===== src/rtl/stream_lzc_if.sv =====
// Valid/ready stream bundle for stream_lzc: beat input channel and result output channel.
// beats_o is present only when STREAM_LZC_BEAT_COUNT_EN is defined.
interface stream_lzc_if #(
  parameter int unsigned WIDTH      = 32,
  parameter int unsigned NUM_WORDS  = 4,
  parameter int unsigned CNT_WIDTH  = $clog2(WIDTH * NUM_WORDS),
  parameter int unsigned BEAT_WIDTH = $clog2(NUM_WORDS + 1)
);
  logic [WIDTH-1:0]     in_data_i;
  logic                 in_last_i;
  logic                 in_valid_i;
  logic                 in_ready_o;
  logic [CNT_WIDTH-1:0] cnt_o;
  logic                 empty_o;
  logic                 out_valid_o;
  logic                 out_ready_i;
`ifdef STREAM_LZC_BEAT_COUNT_EN
  logic [BEAT_WIDTH-1:0] beats_o;

  modport master (
    output in_data_i, in_last_i, in_valid_i, out_ready_i,
    input  in_ready_o, cnt_o, empty_o, out_valid_o, beats_o
  );
  modport slave (
    input  in_data_i, in_last_i, in_valid_i, out_ready_i,
    output in_ready_o, cnt_o, empty_o, out_valid_o, beats_o
  );
`else
  modport master (
    output in_data_i, in_last_i, in_valid_i, out_ready_i,
    input  in_ready_o, cnt_o, empty_o, out_valid_o
  );
  modport slave (
    input  in_data_i, in_last_i, in_valid_i, out_ready_i,
    output in_ready_o, cnt_o, empty_o, out_valid_o
  );
`endif
endinterface


===== src/rtl/stream_lzc.sv =====
// Multi-beat leading/trailing zero counter over a valid/ready stream, one WIDTH-bit word per beat.
// Optional beat count output enabled by defining STREAM_LZC_BEAT_COUNT_EN.
module stream_lzc #(
  parameter int unsigned WIDTH     = 32,
  parameter int unsigned NUM_WORDS = 4,
  parameter logic        MODE      = 1'b0,
  localparam int unsigned CNT_WIDTH = $clog2(WIDTH * NUM_WORDS)
) (
  input logic         clk_i,
  input logic         rst_ni,
  input logic         clear_i,
  stream_lzc_if.slave bus
);
  localparam int unsigned IDX_W  = (NUM_WORDS > 1) ? $clog2(NUM_WORDS) : 1;
  localparam int unsigned LOC_W  = $clog2(WIDTH);
  localparam int unsigned BEAT_W = $clog2(NUM_WORDS + 1);
  localparam logic [IDX_W-1:0] LAST_IDX = IDX_W'(NUM_WORDS - 1);

  typedef enum logic [0:0] {ACCUM = 1'b0, HOLD = 1'b1} state_t;

  // MODE 0: index of lowest set bit; MODE 1: zeros above the highest set bit.
  function automatic logic [LOC_W-1:0] local_count(input logic [WIDTH-1:0] data);
    logic [LOC_W-1:0] idx;
    idx = {LOC_W{1'b0}};
    if (MODE == 1'b0) begin
      for (int i = int'(WIDTH) - 1; i >= 0; i--) begin
        if (data[i]) idx = LOC_W'(i);
      end
    end else begin
      for (int i = 0; i < int'(WIDTH); i++) begin
        if (data[i]) idx = LOC_W'(i);
      end
      idx = LOC_W'(WIDTH - 1) - idx;
    end
    return idx;
  endfunction

  state_t               state_r;
  logic [IDX_W-1:0]     beat_idx_r;
  logic                 found_r;
  logic [CNT_WIDTH-1:0] acc_r;
  logic [CNT_WIDTH-1:0] cnt_r;
  logic                 empty_r;
  logic                 out_valid_r;

  logic                 in_ready_s;
  logic                 accept_s;
  logic                 close_s;
  logic [CNT_WIDTH-1:0] beat_cnt_s;
  logic [CNT_WIDTH-1:0] next_acc_s;
  logic                 next_found_s;

  assign in_ready_s = (state_r == ACCUM) | bus.out_ready_i;
  assign accept_s   = bus.in_valid_i & in_ready_s;
  assign close_s    = bus.in_last_i | (beat_idx_r == LAST_IDX);
  assign beat_cnt_s = CNT_WIDTH'(beat_idx_r) * CNT_WIDTH'(WIDTH)
                    + CNT_WIDTH'(local_count(bus.in_data_i));

  // The first set bit across the vector wins; later beats leave the count untouched.
  always_comb begin
    next_acc_s   = acc_r;
    next_found_s = found_r;
    if (found_r) begin
      next_acc_s   = acc_r;
      next_found_s = 1'b1;
    end else if (|bus.in_data_i) begin
      next_acc_s   = beat_cnt_s;
      next_found_s = 1'b1;
    end else begin
      next_acc_s   = {CNT_WIDTH{1'b0}};
      next_found_s = 1'b0;
    end
  end

`ifdef STREAM_LZC_BEAT_COUNT_EN
  logic [BEAT_W-1:0] beats_r;

  // Beat count of the completed vector, registered alongside cnt_o.
  always_ff @(posedge clk_i or negedge rst_ni) begin
    if (!rst_ni) begin
      beats_r <= {BEAT_W{1'b0}};
    end else if (clear_i) begin
      beats_r <= {BEAT_W{1'b0}};
    end else if (accept_s && close_s) begin
      beats_r <= BEAT_W'(beat_idx_r) + BEAT_W'(1);
    end else begin
      beats_r <= beats_r;
    end
  end

  assign bus.beats_o = beats_r;
`endif

  // Accumulate beats in ACCUM, hold the result in HOLD; a closing beat accepted while the
  // pending result drains reloads HOLD directly.
  always_ff @(posedge clk_i or negedge rst_ni) begin
    if (!rst_ni) begin
      state_r     <= ACCUM;
      beat_idx_r  <= {IDX_W{1'b0}};
      found_r     <= 1'b0;
      acc_r       <= {CNT_WIDTH{1'b0}};
      cnt_r       <= {CNT_WIDTH{1'b0}};
      empty_r     <= 1'b1;
      out_valid_r <= 1'b0;
    end else if (clear_i) begin
      state_r     <= ACCUM;
      beat_idx_r  <= {IDX_W{1'b0}};
      found_r     <= 1'b0;
      acc_r       <= {CNT_WIDTH{1'b0}};
      cnt_r       <= {CNT_WIDTH{1'b0}};
      empty_r     <= 1'b1;
      out_valid_r <= 1'b0;
    end else begin
      if (state_r == HOLD && bus.out_ready_i) begin
        state_r     <= ACCUM;
        out_valid_r <= 1'b0;
      end
      if (accept_s) begin
        if (close_s) begin
          beat_idx_r  <= {IDX_W{1'b0}};
          found_r     <= 1'b0;
          acc_r       <= {CNT_WIDTH{1'b0}};
          cnt_r       <= next_acc_s;
          empty_r     <= ~next_found_s;
          out_valid_r <= 1'b1;
          state_r     <= HOLD;
        end else begin
          beat_idx_r <= beat_idx_r + IDX_W'(1);
          found_r    <= next_found_s;
          acc_r      <= next_acc_s;
        end
      end
    end
  end

  assign bus.in_ready_o  = in_ready_s;
  assign bus.cnt_o       = cnt_r;
  assign bus.empty_o     = empty_r;
  assign bus.out_valid_o = out_valid_r;

endmodule


===== src/flat_wrapper.sv =====
// flat-port wrapper written by rule: the top's interface ports become plain ports
module stream_lzc_flat 
#(
  parameter int unsigned WIDTH     = 32,
  parameter int unsigned NUM_WORDS = 4,
  parameter logic        MODE      = 1'b0,
  localparam int unsigned CNT_WIDTH = $clog2(WIDTH * NUM_WORDS)
)
  (clk_i, rst_ni, clear_i, bus_in_data_i, bus_in_last_i, bus_in_valid_i, bus_out_ready_i, bus_in_ready_o, bus_cnt_o, bus_empty_o, bus_out_valid_o);
  stream_lzc_if #(.WIDTH(WIDTH), .NUM_WORDS(NUM_WORDS)) bus_i ();
  input logic clk_i;
  input logic rst_ni;
  input logic clear_i;
  input wire logic [$bits(bus_i.in_data_i)-1:0] bus_in_data_i;
  input wire logic [$bits(bus_i.in_last_i)-1:0] bus_in_last_i;
  input wire logic [$bits(bus_i.in_valid_i)-1:0] bus_in_valid_i;
  input wire logic [$bits(bus_i.out_ready_i)-1:0] bus_out_ready_i;
  output wire logic [$bits(bus_i.in_ready_o)-1:0] bus_in_ready_o;
  output wire logic [$bits(bus_i.cnt_o)-1:0] bus_cnt_o;
  output wire logic [$bits(bus_i.empty_o)-1:0] bus_empty_o;
  output wire logic [$bits(bus_i.out_valid_o)-1:0] bus_out_valid_o;
  assign bus_i.in_data_i = bus_in_data_i;
  assign bus_i.in_last_i = bus_in_last_i;
  assign bus_i.in_valid_i = bus_in_valid_i;
  assign bus_i.out_ready_i = bus_out_ready_i;
  assign bus_in_ready_o = bus_i.in_ready_o;
  assign bus_cnt_o = bus_i.cnt_o;
  assign bus_empty_o = bus_i.empty_o;
  assign bus_out_valid_o = bus_i.out_valid_o;
  stream_lzc #(.WIDTH(WIDTH), .NUM_WORDS(NUM_WORDS), .MODE(MODE)) u_core (.clk_i(clk_i), .rst_ni(rst_ni), .clear_i(clear_i), .bus(bus_i));
endmodule

===== config.mk =====
export PLATFORM = sky130hd
export DESIGN_NAME = stream_lzc_flat
export DESIGN_NICKNAME = d
export VERILOG_FILES = /design/src/rtl/stream_lzc_if.sv /design/src/rtl/stream_lzc.sv /design/src/flat_wrapper.sv
export SDC_FILE = /design/constraint.sdc
export NUM_CORES = 1
export LEC_CHECK = 0
export ABC_AREA = 1
export BUFFER_PORTS_ARGS = -buffer_cell sky130_fd_sc_hd__buf_2
export CAP_MARGIN = 15
export CORE_MARGIN = 10
export CORE_UTILIZATION = 49
export CTS_CLUSTER_DIAMETER = 40
export DETAILED_ROUTE_END_ITERATION = 10
export PLACE_DENSITY_LB_ADDON = 0.2
export SYNTH_ARGS = -nofsm -noshare
export SYNTH_HDL_FRONTEND = slang
export SYNTH_SLANG_ARGS = --single-unit

===== constraint.sdc =====
create_clock -name clk_i -period 2.51 [get_ports clk_i]
set_clock_uncertainty 0.2 [all_clocks]
set_input_delay 0.3765 -clock clk_i [delete_from_list [all_inputs] [get_ports clk_i]]
set_output_delay 0.3765 -clock clk_i [all_outputs]
set_load 0.005 [all_outputs]

# Word level (Yosys, flattened, before mapping)
# Cells that the tools add are included.
op_classes:
  reduce_logical: 5
  bitwise: 5
  add_sub_neg: 2
  n_mux: 59
  eq_ne: 1
ops:
  columns: ["op", "n"]
  rows:
  - ["two-way mux 5 bit", 32]
  - ["two-way mux 7 bit", 8]
  - ["OR reduction 32 bit", 1]
  - ["two-way mux 1 bit", 16]
  - ["adder 7 x 5 -> 7 bit", 1]
  - ["two-way mux 2 bit", 3]
  - ["nonzero test 2 bit", 2]
  - ["adder 2 x 1 -> 2 bit, second input constant", 1]
  - ["== test 2 bit, second input constant", 1]
  - ["inverter 1 bit", 2]
  - ["bitwise OR 1 bit", 2]
  - ["AND reduction 2 bit", 1]
  - ["AND 1 bit", 1]
  - ["logical AND 1 bit", 1]
word_totals:
  wordCells: 79
  inputBits: 38
  ff_bits: 20
  output_inout_bits: 10

# Longest topological paths before layout
logic_depth:
  depth_word: 38
  depth_mapped: 35
  depth_no_buf: 35

# Worst setup path before layout
# No wires, ideal clock.
synth_path:
  path_kind: "in2reg"
  start: "input bus_in_data_i[30]"
  end: "register u_core.acc_r[0]"
  setup_slack_ps: 357
  setup_time_ps: 117
  n_path_buf: 0
  t_arrival_ps: 1836
  stages: 35
  required_ps: 2193
  cell_sequence: "inv_1 -> nand2_1 -> nand2_1 -> nand2_1 -> nand2_1 -> nand2_1 -> nand2_1 -> nand2_1 -> nand2_1 -> nand2_1 -> nand2_1 -> nand2_1 -> nand2_1 -> nand2_1 -> nand2_1 -> nand2_1 -> nand2_1 -> nand2_1 -> nand2_1 -> nand2_1 -> nand2_1 -> nand2_1 -> nand2_1 -> nand2_1 -> nand2_1 -> nand2_1 -> nand2_1 -> nand2_1 -> nand2_1 -> nand2_1 -> nand2_1 -> nand2_1 -> nand2_1 -> nand3_1 -> nand2_1"
synth_via:
  elab_chain_cells: 37
  elab_cells_between_ends: 38
  classes_between: "add/sub: 1; mux: 36; reduce/logical: 1"
synth_rtl:
  columns: ["item", "line", "source"]
  rows:
  - ["from (decl)", "flat_wrapper.sv:14", "input wire logic [$bits(bus_i.in_data_i)-1:0] bus_in_data_i;"]
  - ["two-way mux 5 bit (31 in series)", "stream_lzc.sv:27", "if (data[i]) idx = LOC_W'(i);"]
  - ["adder 7 x 5 -> 7 bit", "stream_lzc.sv:57", "+ CNT_WIDTH'(local_count(bus.in_data_i));"]
  - ["two-way mux 7 bit (*)", "stream_lzc.sv:66", "end else if (|bus.in_data_i) begin"]
  - ["two-way mux 7 bit (*)", "stream_lzc.sv:63", "if (found_r) begin"]
  - ["two-way mux 7 bit (*)", "stream_lzc.sv:119", "if (close_s) begin"]
  - ["two-way mux 7 bit (*)", "stream_lzc.sv:118", "if (accept_s) begin"]
  - ["two-way mux 7 bit (*)", "stream_lzc.sv:105", "end else if (clear_i) begin"]
  - ["to (signal assigned)", "stream_lzc.sv:109", "acc_r <= {CNT_WIDTH{1'b0}};"]
  - ["to (signal assigned)", "stream_lzc.sv:122", "acc_r <= {CNT_WIDTH{1'b0}};"]
  - ["to (signal assigned)", "stream_lzc.sv:130", "acc_r <= next_acc_s;"]
  - ["to (decl)", "stream_lzc.sv:41", "logic [CNT_WIDTH-1:0] acc_r;"]
# Mark *: on every way between the ends. The rest lies on a longest branch, timed or not. The select of a mux whose other input is x is not followed.
# A chain may end at the register's enable or synchronous reset.

# Worst setup path in the final report
layout_path:
  start: "input bus_in_data_i[30]"
  end: "register u_core.cnt_r[0] (netlist: u_core.bus.cnt_o[0])"
layout_via:
  elab_chain_cells: 37
  elab_cells_between_ends: 38
  classes_between: "add/sub: 1; mux: 36; reduce/logical: 1"
layout_rtl:
  columns: ["item", "line", "source"]
  rows:
  - ["two-way mux 5 bit (31 in series)", "stream_lzc.sv:27", null]
  - ["adder 7 x 5 -> 7 bit", "stream_lzc.sv:57", null]
  - ["two-way mux 7 bit (*)", "stream_lzc.sv:66", null]
  - ["two-way mux 7 bit (*)", "stream_lzc.sv:63", null]
  - ["two-way mux 7 bit (*)", "stream_lzc.sv:119", null]
  - ["two-way mux 7 bit (*)", "stream_lzc.sv:118", null]
  - ["two-way mux 7 bit (*)", "stream_lzc.sv:105", null]
  - ["to (signal assigned)", "stream_lzc.sv:102", "cnt_r <= {CNT_WIDTH{1'b0}};"]
  - ["to (signal assigned)", "stream_lzc.sv:110", "cnt_r <= {CNT_WIDTH{1'b0}};"]
  - ["to (signal assigned)", "stream_lzc.sv:123", "cnt_r <= next_acc_s;"]
  - ["to (decl)", "stream_lzc.sv:42", "logic [CNT_WIDTH-1:0] cnt_r;"]
# Marked as above.

==> out/qor.csv <==
stage,metric,value,unit
status,outcome,finished clean,
synth,"Avg Cell Area, Syn",6.170,sq um
synth,Post-synth EDFFs,0,
global_route,routing usage on met1,14.83,%
place,Place WS,24.25,ps
critical_path,CP dominant cell by count,nand2_1,
pwr,Leak,0.0009827,uW
clocking,clock slew at reported path FFs,110,ps
routing,DRC,0,
timing,setup ws final,336.8,ps
critical_path,worst stage delay on the critical path,100,ps
floorplan,# IOs,48,
routing,vias,1399,
min_path,Hold Crit Class,in -> reg,
timing,fmax,0.4601,GHz
routing,DRT antenna net count,0,
place,Detail Placement HPWL,2590,um
synth,Mapped Area,1351,sq um
pwr,PwrDens,409.5,nW/um^2
critical_path,terminus of the critical flop-to-flop path,u_core.bus.cnt_o[0],
clocking,CTS buffer count,3,
place,# port buffers,47,
min_path,end of the worst hold path,u_core.state_r,
final_layout,n_diodes,0,
global_route,global route hottest layer,met2,
pwr,sequential power share,52.6,%
clocking,clk_lat worst skew,300,ps
final_layout,share of cells above drive strength 1,22.59,%
clocking,Resized Gates After CTS,0,
floorplan,Horiz. Die Dim,72.52,um
clocking,Post-CTS Hold Buffers,1,
clocking,CTS sink cnt,20,
final_layout,FF+latch area,501.7,sq um
min_path,hold depth,3,
pwr,Clk network pwr share,22.6,%
routing,drt pass-1 iters,4,
floorplan,Die Area,5258,sq um
global_route,GRT Util Overall,12.06,%
routing,Routed WL per cell,10.24,um
critical_path,crit path kind,in -> reg,
global_route,first-pass GRT wire length,5437,um
synth,Yosys cell types,24,
timing,endpoints failing setup,0,
timing,RSZ-0062 raised after global routing,no,
pwr,Sw Share,29.64,%
clocking,CTS Root Cell,clkbuf_4,
timing,max_slew headroom,70.71,%
pwr,Comb pwr share,24.9,%
clocking,CTS tree,yes,
timing,Tmin final,2173,ps
place,RePlAce Congestion,0.8335,
final_layout,nets,310,
synth,Mapped Nets,258,
timing,Tightest Pin Transition,439.3,ps
global_route,GR met3 Demand/Resource,5.034,%
synth,Post-synth ARST share,100.0,%
critical_path,Worst Path Arrival,2160,ps
critical_path,Worst Path Required,2500,ps
routing,DR iter-0 viols,47,
synth,Synth Warn #,0,
routing,Routed WL,3071,um
global_route,vias in the first global route,1353,
timing,Final Hold Viols,0,
critical_path,R2R depth,10,
clocking,Post CTS Setup Buffer Count,0,
final_layout,area of the multi-input gates,643.1,sq um
critical_path,flop2flop setup slack,620,ps
final_layout,P&R area growth vs syn,22.59,%
critical_path,"Slowest-stage cell, CP",nand3_1,
timing,total negative slack,0,ps
floorplan,initial core utilization,53.10,%
global_route,"Remaining Overflow, GRT",0,
min_path,HP Start,bus_in_valid_i,
floorplan,# rows,18,
pwr,switching power,201.1,uW
floorplan,Die Y,72.52,um
critical_path,crit-path max FO,2,
critical_path,Critical Path Source Type,input pin,
critical_path,CP endpoint kind,register,
pwr,P_int,477.3,uW
flow_run,Max Cap Viol,0,
routing,vias per std cell,4.663,
synth,register area share after synthesis,37.13,%
global_route,initial antenna violation count,0,
critical_path,R2R Path Start,u_core.beat_idx_r[0],
floorplan,core area,2545,sq um
timing,final period utilization,86.58,%
synth,Yosys reg bits,20,
synth,Post-Syn Instances,219,
final_layout,Fillers,256,
clocking,htree depth,1,
global_route,met2 Usage GRT,19.24,%
global_route,largest net degree at the start of global routing,21,
pwr,Max VDD drop,0.5396,mV
synth,Most used DFF post-synth,dfrtp_1,
clocking,Max Root-Sink Buffers,2,
timing,fin. max-slew vios,0,
## cell usage in the layout (no fill, tap or decap), drive strengths merged, types with 2 or more instances in the layout
cell,instances
nor3,3
inv,50
dfrtp,19
o31ai,2
nand3,4
o21ai,20
clkbuf,4
nand2,74
a21oi,5
nand4,2
nor2,28
buf,49
## metal layers
layer	vias to the layer above	share of wire [%]
met1	590	49
met4	0	0.23
met2	36	44
met3	2	6.8
li1	771	-
met5	-	0
## per-stage QoR
stage / cells / area (sq um) / power [uW] / hold slack (ps) / utilization [%]
floorplan: 219 / 1351 / 459.1 / -119.1 / -
global placement: 295 / 1620 / 530.1 / 143.7 / 63.67
detailed placement: 295 / 1620 / 532.7 / 140.8 / 63.67
CTS: 300 / 1657 / 686.3 / 140.0 / 65.09
global route: 300 / 1657 / 734.1 / 139.6 / 65.09
finish: 300 / 1657 / 678.4 / 144.9 / 65.09
## power groups by stage
stage	Combinational, uW	Clock (uW)	Sequential (uW)
after floorplan	96.4	0	363
after global placement	168	0	362
after detailed placement	170	0	363
after CTS	172	158	357
after global routing	198	176	359
final	169	153	357
## registers in the layout (all words and copies together), names as in the netlist
register                cells
u_core.state_r              1
u_core.bus.cnt_o            7
u_core.bus.out_valid_o      1
u_core.acc_r                7
u_core.found_r              1
u_core.bus.empty_o          1
u_core.beat_idx_r           2
## synth_stat cells (3+ instances only)
cell type  count  area share (%)
o21ai_1       17             6.3
inv_1         43              12
inv_2          7             1.9
dfrtp_1       19              35
o21ai_0        3             1.1
nor3_1         3             1.1
nor2_1        27             7.5
a21oi_1        5             1.9
nand3_1        4             1.5
nand2_1       74              21
## layout make-up
cell class	count	share of cell area, %
flip-flops and latches	20	30.29
repair buffers	50	15.71
well taps	30	2.266
inverters	50	11.33
clock buffers	4	1.586
multi-input cells	146	38.82
## logic make-up (layout without fill, tap and decap cells)
group,count (synthesis),count (layout),share of synthesized area (%)
flip-flops,20,20,37.13
buffers and inverters,53,104,15.28
adder cells (fa/ha/maj),1,1,0.9258
AND/OR/NAND/NOR,112,112,32.87
AO/OA/AOI/OAI,33,33,13.80
## critical path: cells and delay by family
| kind | cells | cell delay [ps] |
|---|---|---|
| simple gates | 34 | 1660 |
| buf+inv | 2 | 120 |
## worst max-delay path by stage
stage / from / endpoint / slack (ps) / cells past startpoint
6_report: bus_in_data_i[30] / u_core.bus.cnt_o[0] / 340 / 36
5_1_grt: bus_in_data_i[30] / u_core.bus.cnt_o[0] / 60 / 36
4_1_cts: bus_in_data_i[30] / u_core.bus.cnt_o[0] / 330 / 36
3_5_place_dp: bus_in_data_i[30] / u_core.bus.cnt_o[0] / 20 / 36
3_3_place_gp: bus_in_data_i[29] / u_core.bus.cnt_o[0] / 50 / 35
2_1_floorplan: bus_in_data_i[30] / u_core.acc_r[0] / 360 / 35
(Power assumes the default switching activity.)
